**src/rtl/ncl_pkg.sv**
```systemverilog
// -----------------------------------------------------------------------------
// ncl_pkg
// Shared definitions for the NCL dual-rail FIFO stage: pair encodings and the
// state enums of the input (acknowledge) and output (emit) handshake FSMs.
// Ports: none (package).
// -----------------------------------------------------------------------------
package ncl_pkg;

   // Dual-rail pair encodings, pair = {true rail, false rail}
   localparam logic [1:0] DR_NULL = 2'b00;
   localparam logic [1:0] DR_ONE  = 2'b10;
   localparam logic [1:0] DR_ZERO = 2'b01;
   localparam logic [1:0] DR_ILL  = 2'b11;

   // Input side: what we are asking the previous stage for
   typedef enum logic {
      IN_REQ_DATA = 1'b0,
      IN_REQ_NULL = 1'b1
   } in_state_e;

   // Output side: what we are currently presenting to the next stage
   typedef enum logic {
      OUT_NULL = 1'b0,
      OUT_DATA = 1'b1
   } out_state_e;

endpackage : ncl_pkg

```
**src/rtl/ncl_completion.sv**
```systemverilog
// -----------------------------------------------------------------------------
// ncl_completion
// Purely combinational completion detector for a W-pair dual-rail word.
// Ports:
//   in_dr    [2*W-1:0] in  dual-rail word, pair i = in_dr[2i+1:2i]
//   all_data           out every pair is a valid data code (10 or 01)
//   all_null           out every pair is NULL (00)
//   illegal            out at least one pair is 11
// An 11 pair makes the word neither all_data nor all_null.
// -----------------------------------------------------------------------------
module ncl_completion
   import ncl_pkg::*;
#(
   parameter int W = 8
) (
   input  logic [2*W-1:0] in_dr,
   output logic           all_data,
   output logic           all_null,
   output logic           illegal
);

   // Fold per-pair classification across the whole word
   always_comb begin
      all_data = 1'b1;
      all_null = 1'b1;
      illegal  = 1'b0;
      for (int i = 0; i < W; i++) begin
         case (in_dr[2*i +: 2])
            DR_NULL: begin
               all_data = 1'b0;
            end
            DR_ONE, DR_ZERO: begin
               all_null = 1'b0;
            end
            DR_ILL: begin
               all_data = 1'b0;
               all_null = 1'b0;
               illegal  = 1'b1;
            end
            default: begin
               all_data = 1'b0;
               all_null = 1'b0;
            end
         endcase
      end
   end

endmodule : ncl_completion

```
**src/rtl/ncl_dr_fifo.sv**
```systemverilog
// -----------------------------------------------------------------------------
// ncl_dr_fifo
// Clocked dual-rail (NCL) pipeline stage with a DEPTH-entry token buffer and
// four-phase return-to-zero handshakes on both sides. Complete DATA words are
// stored; stored tokens are re-emitted separated by NULL spacers.
// Ports:
//   clk                      in  clock
//   rst                      in  synchronous active-high reset
//   in_dr   [2*W-1:0]        in  dual-rail token from previous stage
//   ack_ant                  out 1 = request DATA, 0 = request NULL (upstream)
//   out_dr  [2*W-1:0]        out dual-rail token to next stage (0 = NULL)
//   ack_pos                  in  1 = next wants DATA, 0 = next wants NULL
//   count   [clog2(DEPTH+1)] out tokens currently stored
//   err                      out sticky illegal-pair flag
// Build option: define NCL_ILLEGAL_CHECK_EN to make err latch any 11 pair seen
// while requesting DATA; otherwise err is constant 0.
// -----------------------------------------------------------------------------
module ncl_dr_fifo
   import ncl_pkg::*;
#(
   parameter int W     = 8,
   parameter int DEPTH = 4
) (
   input  logic                         clk,
   input  logic                         rst,
   input  logic [2*W-1:0]               in_dr,
   output logic                         ack_ant,
   output logic [2*W-1:0]               out_dr,
   input  logic                         ack_pos,
   output logic [$clog2(DEPTH+1)-1:0]   count,
   output logic                         err
);

   localparam int CW = $clog2(DEPTH + 1);
   localparam int PW = (DEPTH > 1) ? $clog2(DEPTH) : 1;

   // Pointer advance with wrap at DEPTH-1 (DEPTH need not be a power of two)
   function automatic logic [PW-1:0] next_ptr(input logic [PW-1:0] p);
      if (p == PW'(DEPTH - 1)) begin
         next_ptr = {PW{1'b0}};
      end else begin
         next_ptr = p + PW'(1);
      end
   endfunction

   logic              all_data;
   logic              all_null;
   logic              illegal;

   in_state_e         in_state_q, in_state_d;
   out_state_e        out_state_q, out_state_d;
   logic [PW-1:0]     wr_ptr_q, wr_ptr_d;
   logic [PW-1:0]     rd_ptr_q, rd_ptr_d;
   logic [CW-1:0]     count_q, count_d;
   logic [2*W-1:0]    out_dr_q, out_dr_d;
   logic              ack_ant_q, ack_ant_d;
   logic              err_q, err_d;
   logic [2*W-1:0]    mem_q [DEPTH];
   logic [2*W-1:0]    mem_d [DEPTH];
   logic              wr_en;
   logic              pop_en;

   ncl_completion #(.W(W)) u_completion (
      .in_dr    (in_dr),
      .all_data (all_data),
      .all_null (all_null),
      .illegal  (illegal)
   );

   // Input handshake: accept a complete word when space exists, then wait for NULL
   always_comb begin
      in_state_d = in_state_q;
      wr_en      = 1'b0;
      case (in_state_q)
         IN_REQ_DATA: begin
            // Full uses the registered count, so a same-cycle pop frees space
            // only from the following edge.
            if (all_data && (count_q < CW'(DEPTH))) begin
               wr_en      = 1'b1;
               in_state_d = IN_REQ_NULL;
            end else begin
               in_state_d = IN_REQ_DATA;
            end
         end
         IN_REQ_NULL: begin
            if (all_null) begin
               in_state_d = IN_REQ_DATA;
            end else begin
               in_state_d = IN_REQ_NULL;
            end
         end
         default: begin
            in_state_d = IN_REQ_DATA;
         end
      endcase
      ack_ant_d = (in_state_d == IN_REQ_DATA);
   end

   // Output handshake: present head on DATA request, pop it on NULL request
   always_comb begin
      out_state_d = out_state_q;
      out_dr_d    = out_dr_q;
      pop_en      = 1'b0;
      case (out_state_q)
         OUT_NULL: begin
            if (ack_pos && (count_q != {CW{1'b0}})) begin
               out_dr_d    = mem_q[rd_ptr_q];
               out_state_d = OUT_DATA;
            end else begin
               out_state_d = OUT_NULL;
            end
         end
         OUT_DATA: begin
            if (!ack_pos) begin
               pop_en      = 1'b1;
               out_dr_d    = {(2*W){1'b0}};
               out_state_d = OUT_NULL;
            end else begin
               out_state_d = OUT_DATA;
            end
         end
         default: begin
            out_dr_d    = {(2*W){1'b0}};
            out_state_d = OUT_NULL;
         end
      endcase
   end

   // Storage, pointer and occupancy update; write and pop are independent
   always_comb begin
      mem_d = mem_q;
      if (wr_en) begin
         mem_d[wr_ptr_q] = in_dr;
         wr_ptr_d        = next_ptr(wr_ptr_q);
      end else begin
         wr_ptr_d = wr_ptr_q;
      end
      if (pop_en) begin
         rd_ptr_d = next_ptr(rd_ptr_q);
      end else begin
         rd_ptr_d = rd_ptr_q;
      end
      case ({wr_en, pop_en})
         2'b10:   count_d = count_q + CW'(1);
         2'b01:   count_d = count_q - CW'(1);
         default: count_d = count_q;
      endcase
   end

`ifdef NCL_ILLEGAL_CHECK_EN
   // Sticky flag: an 11 pair offered while DATA is requested
   always_comb begin
      if ((in_state_q == IN_REQ_DATA) && illegal) begin
         err_d = 1'b1;
      end else begin
         err_d = err_q;
      end
   end
`else
   logic unused_illegal;
   assign unused_illegal = illegal;

   // Illegal pairs are simply incomplete words; the flag never rises
   always_comb begin
      err_d = 1'b0;
   end
`endif

   // Control and output registers with synchronous reset
   always_ff @(posedge clk) begin
      if (rst) begin
         in_state_q  <= IN_REQ_DATA;
         out_state_q <= OUT_NULL;
         wr_ptr_q    <= {PW{1'b0}};
         rd_ptr_q    <= {PW{1'b0}};
         count_q     <= {CW{1'b0}};
         out_dr_q    <= {(2*W){1'b0}};
         ack_ant_q   <= 1'b1;
         err_q       <= 1'b0;
      end else begin
         in_state_q  <= in_state_d;
         out_state_q <= out_state_d;
         wr_ptr_q    <= wr_ptr_d;
         rd_ptr_q    <= rd_ptr_d;
         count_q     <= count_d;
         out_dr_q    <= out_dr_d;
         ack_ant_q   <= ack_ant_d;
         err_q       <= err_d;
      end
   end

   // Token storage; contents are unreachable after reset because count is 0
   always_ff @(posedge clk) begin
      mem_q <= mem_d;
   end

   assign ack_ant = ack_ant_q;
   assign out_dr  = out_dr_q;
   assign count   = count_q;
   assign err     = err_q;

endmodule : ncl_dr_fifo
```
**config.mk**
```make
export PLATFORM = sky130hd
export DESIGN_NAME = ncl_dr_fifo
export DESIGN_NICKNAME = d
export VERILOG_FILES = /design/src/rtl/ncl_pkg.sv /design/src/rtl/ncl_completion.sv /design/src/rtl/ncl_dr_fifo.sv
export SDC_FILE = /design/constraint.sdc
export NUM_CORES = 1
export LEC_CHECK = 0
export CORE_ASPECT_RATIO = 0.75
export CORE_MARGIN = 3
export CORE_UTILIZATION = 60
export CTS_BUF_LIST = sky130_fd_sc_hd__clkbuf_8
export CTS_CLUSTER_SIZE = 25
export DETAILED_ROUTE_END_ITERATION = 16
export PLACE_DENSITY = 0.89
export SYNTH_ARGS = -nofsm -noshare
export SYNTH_HDL_FRONTEND = slang
export SYNTH_SLANG_ARGS = --single-unit
```
**constraint.sdc**
```tcl
create_clock -name clk -period 4.5 [get_ports clk]
set_clock_uncertainty 0.2 [all_clocks]
set_input_delay 0.9 -clock clk [delete_from_list [all_inputs] [get_ports clk]]
set_output_delay 0.9 -clock clk [all_outputs]
set_load 0.005 [all_outputs]
```
==> After elaboration in Yosys (flattened, before gate mapping) <==
Index checks and enable logic that the tools add are counted.
{ "totals": {"regBits": 90, "wordCells": 121} }
{ "op_classes": {"add_sub_neg": 4, "order_cmp": 4, "n_eq_ne": 30, "mux": 37, "bitwise_logic": 5, "n_reduce_logical": 30} }
{ "op_table": {"columns": ["cell", "n"], "rows": [
  ["$mux W16", 5],
  ["$bwmux W64", 1],
  ["$eq A2 B2 Y1 const B", 19],
  ["$bmux W16 S2", 1],
  ["$demux W16 S2", 1],
  ["$pmux W16 S2", 1],
  ["$reduce_or A3 Y1", 8],
  ["$mux W1", 23],
  ["$eq A2 B1 Y1 const B", 9],
  ["$logic_not A2 Y1", 8],
  ["$reduce_or A2 Y1", 8],
  ["$ge A3 B3 Y1 const B", 2],
  ["$not A2 Y3", 2],
  ["$pmux W3 S2", 1],
  ["$add A2 B1 Y2 const B", 2],
  ["$mux W2", 2],
  ["$ne A2 B2 Y1 const B", 2],
  ["$pmux W1 S2", 2],
  ["$add A3 B1 Y3 const B", 1],
  ["$logic_and A1 B1 Y1", 3],
  ["$lt A3 B1 Y1 const B", 1],
  ["$lt A3 B3 Y1 const B", 1],
  ["$not A1 Y1", 3],
  ["$reduce_bool A3 Y1", 1],
  ["3 further kinds", 3]
]} }

==> Longest topological paths before layout <==
Gate-level depths: netlist (run 1).
{ "logic_depth": {"depth_word": 15, "depth_mapped": 11, "ltp_nobuf": 11} }

==> Cells and area by module <==
A second synthesis (run 1) with hierarchy kept.
{ "unflattened": {"hier_cells": 222, "hier_area_um2": 3667.3} }
{ "by_module_without_submodules": {"columns": ["module", "instances", "cells_each", "area_each_um2"], "rows": [
  ["ncl_dr_fifo", 1, 181, 3358.2],
  ["ncl_completion", 1, 41, 309.0]
]} }

==> Worst setup path after synthesis (run 1) <==
Ideal clock, no wire load.
{ "synth_timing": {"path_type": "input port to flip-flop", "startpoint": "input port in_dr[10]", "endpoint": "register count_q[2], in the netlist count[2]", "setup_time_ns": 0.071, "t_arrival_ns": 2.813, "t_required_ns": 4.229, "path_slack_ns": 1.416, "cell_stages": 11, "path_buffers": 0, "path_cell_list": "inv_1 -> ha_1 -> nand4_1 -> nor3_1 -> inv_1 -> ha_1 -> inv_1 -> fa_1 -> xor2_1 -> or3_2 -> a21oi_1"} }
{ "synth_via": {"elab_chain_len": 10, "word_cells_on_any_way": 13} }
{ "synth_rtl": {"columns": ["item", "line_no", "rtl"], "rows": [
  ["start, declared", "ncl_dr_fifo.sv:26", "input logic [2*W-1:0] in_dr,"],
  ["$eq A2 B2 Y1 / $logic_not A2 Y1 (equally long branches)", null, null],
  ["$reduce_or A2 Y1 (no source line) *", null, null],
  ["$mux W1 * (3 in a row)", "ncl_completion.sv:28", "case (in_dr[2*i +: 2])"],
  ["$logic_and A1 B1 Y1 *", "ncl_dr_fifo.sv:78", "if (all_data && (count_q < CW'(DEPTH))) begin"],
  ["$mux W1 *", "ncl_dr_fifo.sv:78", null],
  ["$mux W1 *", "ncl_dr_fifo.sv:74", "case (in_state_q)"],
  ["$eq A2 B1 Y1 / $eq A2 B2 Y1 (equally long branches)", "ncl_dr_fifo.sv:143", "case ({wr_en, pop_en})"],
  ["$pmux W3 S2 / $reduce_bool A2 Y1 (equally long branches)", null, null],
  ["end signal, assigned", "ncl_dr_fifo.sv:176", "count_q <= {CW{1'b0}};"],
  ["end signal, assigned", "ncl_dr_fifo.sv:185", "count_q <= count_d;"],
  ["end, declared", "ncl_dr_fifo.sv:54", "logic [CW-1:0] count_q, count_d;"]
]} }
Mark *: on every way between the ends. The rest lies on a longest branch, timed or not.
A chain may end at the register's enable or synchronous reset.

==> Final worst setup path (run 1) <==
{ "layout_timing": {"startpoint": "input port in_dr[12]", "endpoint": "register count_q[2], in the netlist count[2]"} }
{ "layout_via": {"elab_chain_len": 9, "word_cells_on_any_way": 12} }
{ "layout_rtl": {"columns": ["item", "line_no"], "rows": [
  ["$eq A2 B2 Y1 / $logic_not A2 Y1 (equally long branches)", null],
  ["$reduce_or A2 Y1 (no source line) *", null],
  ["$mux W1 * (2 in a row)", "ncl_completion.sv:28"],
  ["$logic_and A1 B1 Y1 *", "ncl_dr_fifo.sv:78"],
  ["$mux W1 *", "ncl_dr_fifo.sv:78"],
  ["$mux W1 *", "ncl_dr_fifo.sv:74"],
  ["$eq A2 B1 Y1 / $eq A2 B2 Y1 (equally long branches)", "ncl_dr_fifo.sv:143"],
  ["$pmux W3 S2 / $reduce_bool A2 Y1 (equally long branches)", null]
]} }
Marks and branches as above.

==> impl_metrics.json, run 1 <==
{
  "drtPass1Iterations": 4,
  "die_x_um": 95.5,
  "yosys_warnings": 0,
  "worst_ep_required_time_ns": 4.58,
  "fill_cells": 320,
  "die_area_um2": 6980,
  "grt_max_degree": 19,
  "yosys-top-cells-area": "edfxtp_1, dfxtp_1, mux4_2",
  "synth_compound_area_share_pct": 6.57,
  "hold_path.class": "flop to flop",
  "grt-ovfl-total": 0,
  "synth_top_area_share_pct": 53.4,
  "synth_cell_types": 34,
  "pin_count": 40,
  "grt_pass1_vias": 1977,
  "stdcell_count": 340,
  "place_area_um2": 4070,
  "cts_root_buffer": "clkbuf_8",
  "synth_top_area_cell": "edfxtp_1",
  "syn_avg_cell_area_um2": 16.9,
  "cts_hold_buf": 0,
  "arrival_ns": 3.78,
  "dp_hpwl_um": 4130,
  "hold_viol": 0,
  "async_reset_ff_share_pct": 0,
  "synthFlopType": "edfxtp_1",
  "finalInstanceArea_um2": 4270,
  "multi_input_area_um2": 1020,
  "cap_violations": 0,
  "syn-num-nets": 247,
  "setup_slack_ns": 0.805,
  "yosys-mux-area-fraction_pct": 10.6,
  "synth_seq_cells": 90,
  "critPathKind": "primary input to flop",
  "ctsResizeCount": 0,
  "post_drt_wl_per_cell_um": 18.6,
  "clock-sinks": 90,
  "setup_viol": 0,
  "clock_path_buffers": 2,
  "chipHeight_um": 73.1,
  "tritoncts": "built",
  "fmax_mhz": 271,
  "seq_area_frac_synth_pct": 67.8,
  "gr-usage-all-layers_pct": 20.5,
  "final.setup.tns_ns": 0,
  "ir_drop_uv": 253,
  "crit_path_end": "count[2]",
  "rrSetupSlack_ns": 1.81,
  "fin_hold_ws_ns": 0.286,
  "antenna_found_initial": 0,
  "ctsHtreeMaxLevel": 3,
  "core_region_area_um2": 5550,
  "gp_congestion": 0.810,
  "yosys.area_share.xor_xnor_pct": 0.486,
  "path_clk_slew_ns": 0.08,
  "drive_above_1_share_pct": 21.9,
  "io_buffers": 38,
  "r2r_cells": 9,
  "drcViolationCount": 0,
  "pre_cts_ws_ns": 0.431,
  "worstSetupStartpoint": "in_dr[12]",
  "clock_latency_ns": 0.35,
  "num_vias": 1928,
  "r2r-start": "count[2]",
  "synth-edff-count": 64,
  "reg2reg_to": "count[2]",
  "worst_slew_pin_slew_ns": 0.906,
  "slew_viol_final": 0,
  "slew_headroom_pct": 39.5,
  "outcome": "completed",
  "synthesis.area_um2": 3600,
  "leakage_nw": 1.48,
  "synth_top_family_by_area": "multiplexers",
  "seqCellArea_um2": 2440,
  "synth-simple-area-share_pct": 5.11,
  "crit_path_start_kind": "primary input",
  "power_density_nw_per_um2": 348,
  "synthAdderAreaFrac_pct": 5.42,
  "cts_made_buffers": 9,
  "cp-end-kind": "flop",
  "grt_pass1_wl_um": 10200,
  "netlist_instances": 213,
  "dp.cells": 324,
  "rsz0062_at_grt": "false",
  "period_needed_ns": 3.70,
  "post-cts-setup-buffer-count": 0,
  "placementRows": 23,
  "critical_path.max_fanout": 6,
  "start_util_pct": 64.8,
  "drt-initial-drc-count": 119,
  "wirelength_um": 6310,
  "finalCritPeriodShare_pct": 82.1,
  "vias_per_cell": 5.67,
  "antenna_cells": 0,
  "drtAntennaViolNets": 0,
  "nets": 294,
  "area_growth_pct": 18.5
}
cells in the mapped netlist (2+ instances only):
| cell | count |
|---|---|
| o31ai_1 | 2 |
| nor2_1 | 6 |
| mux4_2 | 16 |
| a22o_2 | 15 |
| buf_2 | 2 |
| edfxtp_1 | 64 |
| and2_1 | 4 |
| nand4_1 | 5 |
| nand2b_1 | 2 |
| mux2i_1 | 2 |
| nor2b_1 | 2 |
| o21ai_0 | 2 |
| dfxtp_1 | 26 |
| inv_1 | 23 |
| buf_6 | 2 |
| ha_1 | 14 |
| nor3_1 | 3 |
| xor2_1 | 2 |
| a21oi_1 | 5 |
| buf_4 | 2 |
logic make-up (layout without fill, tap and decap cells):
group,after synthesis,in the layout
other,1,1
AND/OR/NAND/NOR,29,29
multiplexers,18,18
buffers and inverters,31,83
flip-flops,90,90
adder cells (fa/ha/maj),15,15
XOR/XNOR,2,2
AO/OA/AOI/OAI,27,27
critical path: stages:
cell and delay [ns]:
clkdlybuf4s50_1 0.56, inv_1 0.08, ha_1 0.30, nand4_1 0.14, nor3_1 0.49, inv_1 0.16
ha_1 0.26, inv_1 0.07, fa_1 0.17, xor2_1 0.07, or3_2 0.41, a21oi_1 0.15
layout make-up:
type / instances / area share (%)
well taps: 75 / 2.20
flip-flops and latches: 90 / 57.3
inverters: 23 / 2.02
multi-input cells: 92 / 23.8
clock inverters: 7 / 1.79
clock buffers: 9 / 2.90
repair buffers: 44 / 9.97
where the power goes:
group,switching (mW),internal (mW),total [mW]
logic,0.0279,0.0253,0.0532
registers,0.000715,0.886,0.886
clock network,0.286,0.260,0.546
layout by cell type, fill, tap and decap left out, types with 6 or more instances in the layout:
cell | netlist | routed
edfxtp_1 | 64 | 64
clkdlybuf4s50_1 | 0 | 38
dfxtp_1 | 26 | 26
inv_1 | 23 | 23
mux4_2 | 16 | 16
a22o_2 | 15 | 15
ha_1 | 14 | 14
clkbuf_8 | 0 | 9
nor2_1 | 6 | 6
buf_4 | 2 | 6
how the worst min path moves through the flow:
| stage | start | to | slack, ns | cells past startpoint |
|---|---|---|---|---|
| 3_3_place_gp | out_dr[14] | out_dr[14] | 0.26 | 1 |
| 6_report | out_dr[14] | out_dr[14] | 0.29 | 1 |
| 2_1_floorplan | out_state_q | out_state_q | 0.26 | 2 |
| 5_1_grt | out_dr[0] | out_dr[0] | 0.31 | 1 |
| 4_1_cts | out_dr[14] | out_dr[14] | 0.29 | 1 |
| 3_5_place_dp | out_dr[11] | out_dr[11] | 0.27 | 1 |
metal layers:
metal,track usage (%),share of wire [%],vias up
met1,27.3,45,959
met5,0,0,-
met3,7.84,6.4,6
met2,31.7,48,60
li1,-,-,903
met4,6.47,0.76,0
per-stage QoR:
| step | total power [mW] | util, % |
|---|---|---|
| 6_report | 1.49 | 76.8 |
| 5_1_grt | 1.54 | 76.8 |
| 3_5_place_dp | 0.959 | 73.2 |
| 4_1_cts | 1.49 | 76.8 |
| 3_3_place_gp | 0.957 | 73.2 |
| 2_1_floorplan | 0.928 | - |
state kept, by name (all words and copies together), names as in the netlist:
| signal | count |
|---|---|
| wr_ptr_q | 2 |
| out_dr | 16 |
| out_state_q | 1 |
| mem_q | 64 |
| ack_ant | 1 |
| count | 3 |
| rd_ptr_q | 2 |
| in_state_q | 1 |
Note: power is estimated with default switching activity, not from simulation.
==> inputs of run 2 (changes only) <==
Settings changed: CORE_UTILIZATION 60 to 58, PLACE_DENSITY 0.89 to 0.87.
Clock period 4.5 ns to 3.4 ns, I/O delays scaled along.
==> run 2 against run 1 <==
Compared with the run above:
- critical path depth unchanged
- core utilization down 2.1 points
- wire length up 15%
- die area up 3.2%
- count of clock-buffer cells in the layout up 2
- final cell count up 6.2%
- largest cell class unchanged
- total power up 35%
- sequential share of layout area down 2.0 points
- non-clock buffer count up 18
- clock power up 37%
- hold slack better by 0.0021 ns
==> impl_metrics.json, run 2 (synthesis results as in run 1) <==
{
  "placementRows": 24,
  "dp.cells": 345,
  "total_power_mw": 2.01,
  "drive_above_1_share_pct": 27.2,
  "highest_layer": "met4",
  "power_density_nw_per_um2": 454,
  "drt-initial-drc-count": 157,
  "drtAntennaViolNets": 0,
  "ctsHtreeMaxLevel": 3,
  "grt_max_degree": 19,
  "drcViolationCount": 0,
  "most-common-layout-cells": "edfxtp_1, clkdlybuf4s50_1, dfxtp_1",
  "cts_made_buffers": 9,
  "stdcell_count": 361,
  "clock_path_buffers": 2,
  "hold_depth": 1,
  "crit_path_start_kind": "primary input",
  "wl_met1_um": 2910,
  "worst_slew_pin_slew_ns": 0.888,
  "cp-end-kind": "flop",
  "worst_ep_required_time_ns": 3.47,
  "cts_root_buffer": "clkbuf_8",
  "clock_latency_ns": 0.36,
  "hold_viol": 0,
  "hold_path.class": "flop to flop",
  "cp_top_family": "adder cells",
  "critical_path.max_fanout": 5,
  "post_drt_wl_per_cell_um": 20.0,
  "crit_slowest_cell": "clkdlybuf4s50_1",
  "fmax_mhz": 308,
  "slew_viol_final": 0,
  "die_x_um": 97.0,
  "path_clk_slew_ns": 0.09,
  "area_growth_pct": 22.8,
  "dr_wl_met2_um": 3680,
  "grt-ovfl-total": 0,
  "cts_hold_buf": 0,
  "pre_cts_ws_ns": -0.127,
  "setup_slack_ns": 0.156,
  "setup_viol": 0,
  "antenna_cells": 0,
  "grt_pass1_vias": 2149,
  "dp_hpwl_um": 4820,
  "gp_congestion": 0.948,
  "core_region_area_um2": 5920,
  "cap_violations": 0,
  "outcome": "completed",
  "final_common_cell": "edfxtp_1",
  "vias_per_cell": 5.68,
  "leakage_nw": 1.58,
  "gr-usage-all-layers_pct": 21.6,
  "start_util_pct": 60.9,
  "top_register": "mem_q",
  "crit_path_max_incr_delay_ns": 0.60,
  "wirelength_um": 7230,
  "ir_drop_uv": 251,
  "pin_count": 40,
  "antenna_found_initial": 0,
  "path_buf_inv": 4,
  "die_area_um2": 7200,
  "place_area_um2": 4200,
  "period_needed_ns": 3.24,
  "final.setup.tns_ns": 0,
  "grt_pass1_wl_um": 11300,
  "slew_headroom_pct": 40.7,
  "fin_util_pct": 74.7,
  "chipHeight_um": 74.2,
  "largest_reg_flops": 64,
  "cp_cell_sequence": "clkdlybuf4s50_1 > inv_1 > ha_1 > nand4b_1 > nor3_2 > inv_1 > ha_1 > inv_1 > fa_1 > xor2_1 > or3_2 > a21oi_1",
  "ctsResizeCount": 0,
  "tritoncts": "built",
  "fin_hold_ws_ns": 0.288,
  "num_vias": 2049,
  "cpMostUsedCell": "inv_1",
  "clock-sinks": 90,
  "r2r_cells": 9,
  "drtPass1Iterations": 5,
  "post-cts-setup-buffer-count": 0,
  "path_depth": 12,
  "io_buffers": 38,
  "arrival_ns": 3.32,
  "wl_met3_um": 514,
  "nets": 312,
  "finalCritPeriodShare_pct": 95.4,
  "finalInstanceArea_um2": 4420,
  "critPathKind": "primary input to flop"
}
-- run 2: cell count changes in the layout (fill, tap and decap cells not counted), sizes merged --
cell / change
clkinvlp: -1
buf: +18
inv: -1
clkbuf: +2
-- run 2: cell type report --
class,instances,area (um2)
Tap cell,78,97.6
Fill cell,353,1500
Clock buffer,11,151
Inverter,23,86.3
Timing Repair Buffer,62,561
Clock inverter,5,60.1
Sequential cell,90,2440
Multi-Input combinational cell,92,1020
-- run 2: power by group --
group          internal (mW)  leakage (nW)  switching, mW
Clock                  0.382         0.106          0.368
Combinational         0.0410         0.686         0.0417
Sequential              1.17         0.784       0.000960
-- run 2: final timing paths --
path	slack (ns)	endpoint	start
hold reg to reg	0.29	out_dr[5]	out_dr[5]
setup / recovery	0.16	count[2]	in_dr[5]
setup reg to reg	0.94	count[2]	count[2]
hold / removal	0.29	out_dr[5]	out_dr[5]
-- run 2: worst reg2reg max path, cell delays in order, from the launching register on --
cell	delay (ns)
dfxtp_1	0.48
nand4b_1	0.25
nor3_2	0.08
inv_1	0.08
ha_1	0.17
inv_1	0.06
fa_1	0.37
xor2_1	0.16
or3_2	0.40
a21oi_1	0.15
-- run 2: routing by layer --
layer | track usage, % | up-vias
met4 | 6.85 | 0
li1 | - | 938
met5 | 0 | -
met3 | 7.69 | 17
met2 | 36.7 | 91
met1 | 26.5 | 1003
==> inputs of run 3 (changes only) <==
Settings changed: PLACE_DENSITY 0.87 to 0.82, RECOVER_POWER set to 25.
==> run 3 against run 2 <==
Compared with the run above:
- clock power down 3%
- critical path depth unchanged
- register-to-register slack better by 0.06 ns
- maximum frequency grew 0.65%
- design area is 0.62% lower
- wire length shrank 8.3%
- total power is 1.3% lower
- global-route usage shrank 1.7 points
- sequential share of layout area up 0.35 points
- flip-flop and latch count is the same
- non-clock buffer count rose by 1
- critical path type unchanged
- largest cell class unchanged
- highest routed layer unchanged
==> impl_metrics.json, run 3 (synthesis results as in run 1) <==
{
  "vias_per_cell": 5.52,
  "dp_hpwl_um": 4520,
  "path_clk_slew_ns": 0.09,
  "core_region_area_um2": 5920,
  "final_common_cell": "edfxtp_1",
  "gr-usage-all-layers_pct": 19.9,
  "final.setup.tns_ns": 0,
  "io_buffers": 38,
  "outcome": "completed",
  "start_util_pct": 60.9,
  "antenna_cells": 0,
  "critPathKind": "primary input to flop",
  "cp-end-kind": "flop",
  "grt-ovfl-total": 0,
  "crit_path_max_incr_delay_ns": 0.62,
  "hold_path.class": "flop to flop",
  "power_density_nw_per_um2": 451,
  "setup_viol": 0,
  "worst_ep_required_time_ns": 3.48,
  "die_x_um": 97.0,
  "cp_cell_sequence": "dlygate4sd3_1 > inv_1 > ha_1 > nand4b_1 > nor3_1 > inv_1 > ha_1 > inv_1 > fa_1 > xor2_1 > or3_2 > a21oi_1",
  "num_vias": 1998,
  "critical_path.max_fanout": 5,
  "cpMostUsedCell": "inv_1",
  "crit_path_end": "count[2]",
  "nets": 313,
  "cap_violations": 0,
  "most-common-layout-cells": "edfxtp_1, clkdlybuf4s50_1, dfxtp_1",
  "rsz0062_at_grt": "false",
  "placementRows": 24,
  "grt_pass1_wl_um": 10600,
  "worstSetupStartpoint": "in_dr[2]",
  "ir_drop_uv": 244,
  "tritoncts": "built",
  "reg2reg_to": "count[2]",
  "drtPass1Iterations": 5,
  "pin_count": 40,
  "leakage_nw": 1.56,
  "antenna_found_initial": 0,
  "slew_viol_final": 0,
  "setup_slack_ns": 0.177,
  "place_area_um2": 4210,
  "post-cts-setup-buffer-count": 0,
  "chipHeight_um": 74.2,
  "hold_viol": 0,
  "ctsHtreeMaxLevel": 3,
  "top_register": "mem_q",
  "fin_util_pct": 74.3,
  "largest_reg_flops": 64,
  "cts_made_buffers": 9,
  "cts_root_buffer": "clkbuf_8",
  "gp_congestion": 0.772,
  "r2r_cells": 9,
  "clock_latency_ns": 0.35,
  "crit_slowest_cell": "dlygate4sd3_1",
  "period_needed_ns": 3.22,
  "clock_path_buffers": 2,
  "fin_hold_ws_ns": 0.288,
  "cts_hold_buf": 0,
  "fill_cells": 350,
  "fmax_mhz": 310,
  "rrSetupSlack_ns": 1.00,
  "slew_headroom_pct": 38.6,
  "drive_above_1_share_pct": 25.4,
  "ctsResizeCount": 0,
  "finalCritPeriodShare_pct": 94.8,
  "post_drt_wl_per_cell_um": 18.3,
  "total_power_mw": 1.98,
  "die_area_um2": 7200,
  "crit_path_start_kind": "primary input",
  "dp.cells": 346,
  "hold_depth": 1,
  "drcViolationCount": 0,
  "arrival_ns": 3.30,
  "pre_cts_ws_ns": -0.110,
  "wirelength_um": 6630,
  "r2r-start": "count[2]",
  "drtAntennaViolNets": 0,
  "finalInstanceArea_um2": 4390,
  "area_growth_pct": 22.0,
  "clock-sinks": 90,
  "worst_slew_pin_slew_ns": 0.919,
  "drt-initial-drc-count": 87,
  "stdcell_count": 362,
  "grt_pass1_vias": 2108,
  "grt_max_degree": 20
}
-- run 3: routing by layer --
metal | part of all wire (%) | track usage [%] | vias to the layer above
met2 | 50 | 34.6 | 55
met1 | 43 | 24.5 | 996
met3 | 6.1 | 6.75 | 6
li1 | - | - | 941
met5 | 0 | 0 | -
met4 | 0.77 | 5.30 | 0
-- run 3: area by class of cell --
| type | instances | area, um2 | share of cell area [%] |
|---|---|---|---|
| flip-flops and latches | 90 | 2440 | 55.6 |
| multi-input cells | 92 | 1020 | 23.2 |
| repair buffers | 63 | 549 | 12.5 |
| clock buffers | 9 | 124 | 2.82 |
| well taps | 78 | 97.6 | 2.22 |
| inverters | 23 | 86.3 | 1.97 |
| clock inverters | 7 | 76.3 | 1.74 |
-- run 3: how the worst min path moves through the flow --
stage,from,endpoint,slack [ns]
after floorplan,out_state_q,out_state_q,0.26
after global placement,out_dr[14],out_dr[14],0.26
after detailed placement,out_dr[9],out_dr[9],0.27
after CTS,out_dr[9],out_dr[9],0.29
after global routing,out_dr[9],out_dr[9],0.30
final,out_dr[10],out_dr[10],0.29
-- run 3: worst max-delay path: cells and delay by family --
family | cells | cell delay (ns)
compound gates | 1 | 0.17
xor+xnor | 1 | 0.16
fa+ha+maj | 3 | 0.86
buf+inv | 4 | 0.82
simple gates | 3 | 0.62
-- run 3: report_power, final --
group	internal [mW]	switching [mW]
Clock	0.346	0.385
Combinational	0.0367	0.0400
Sequential	1.17	0.000892
Total	1.55	0.426
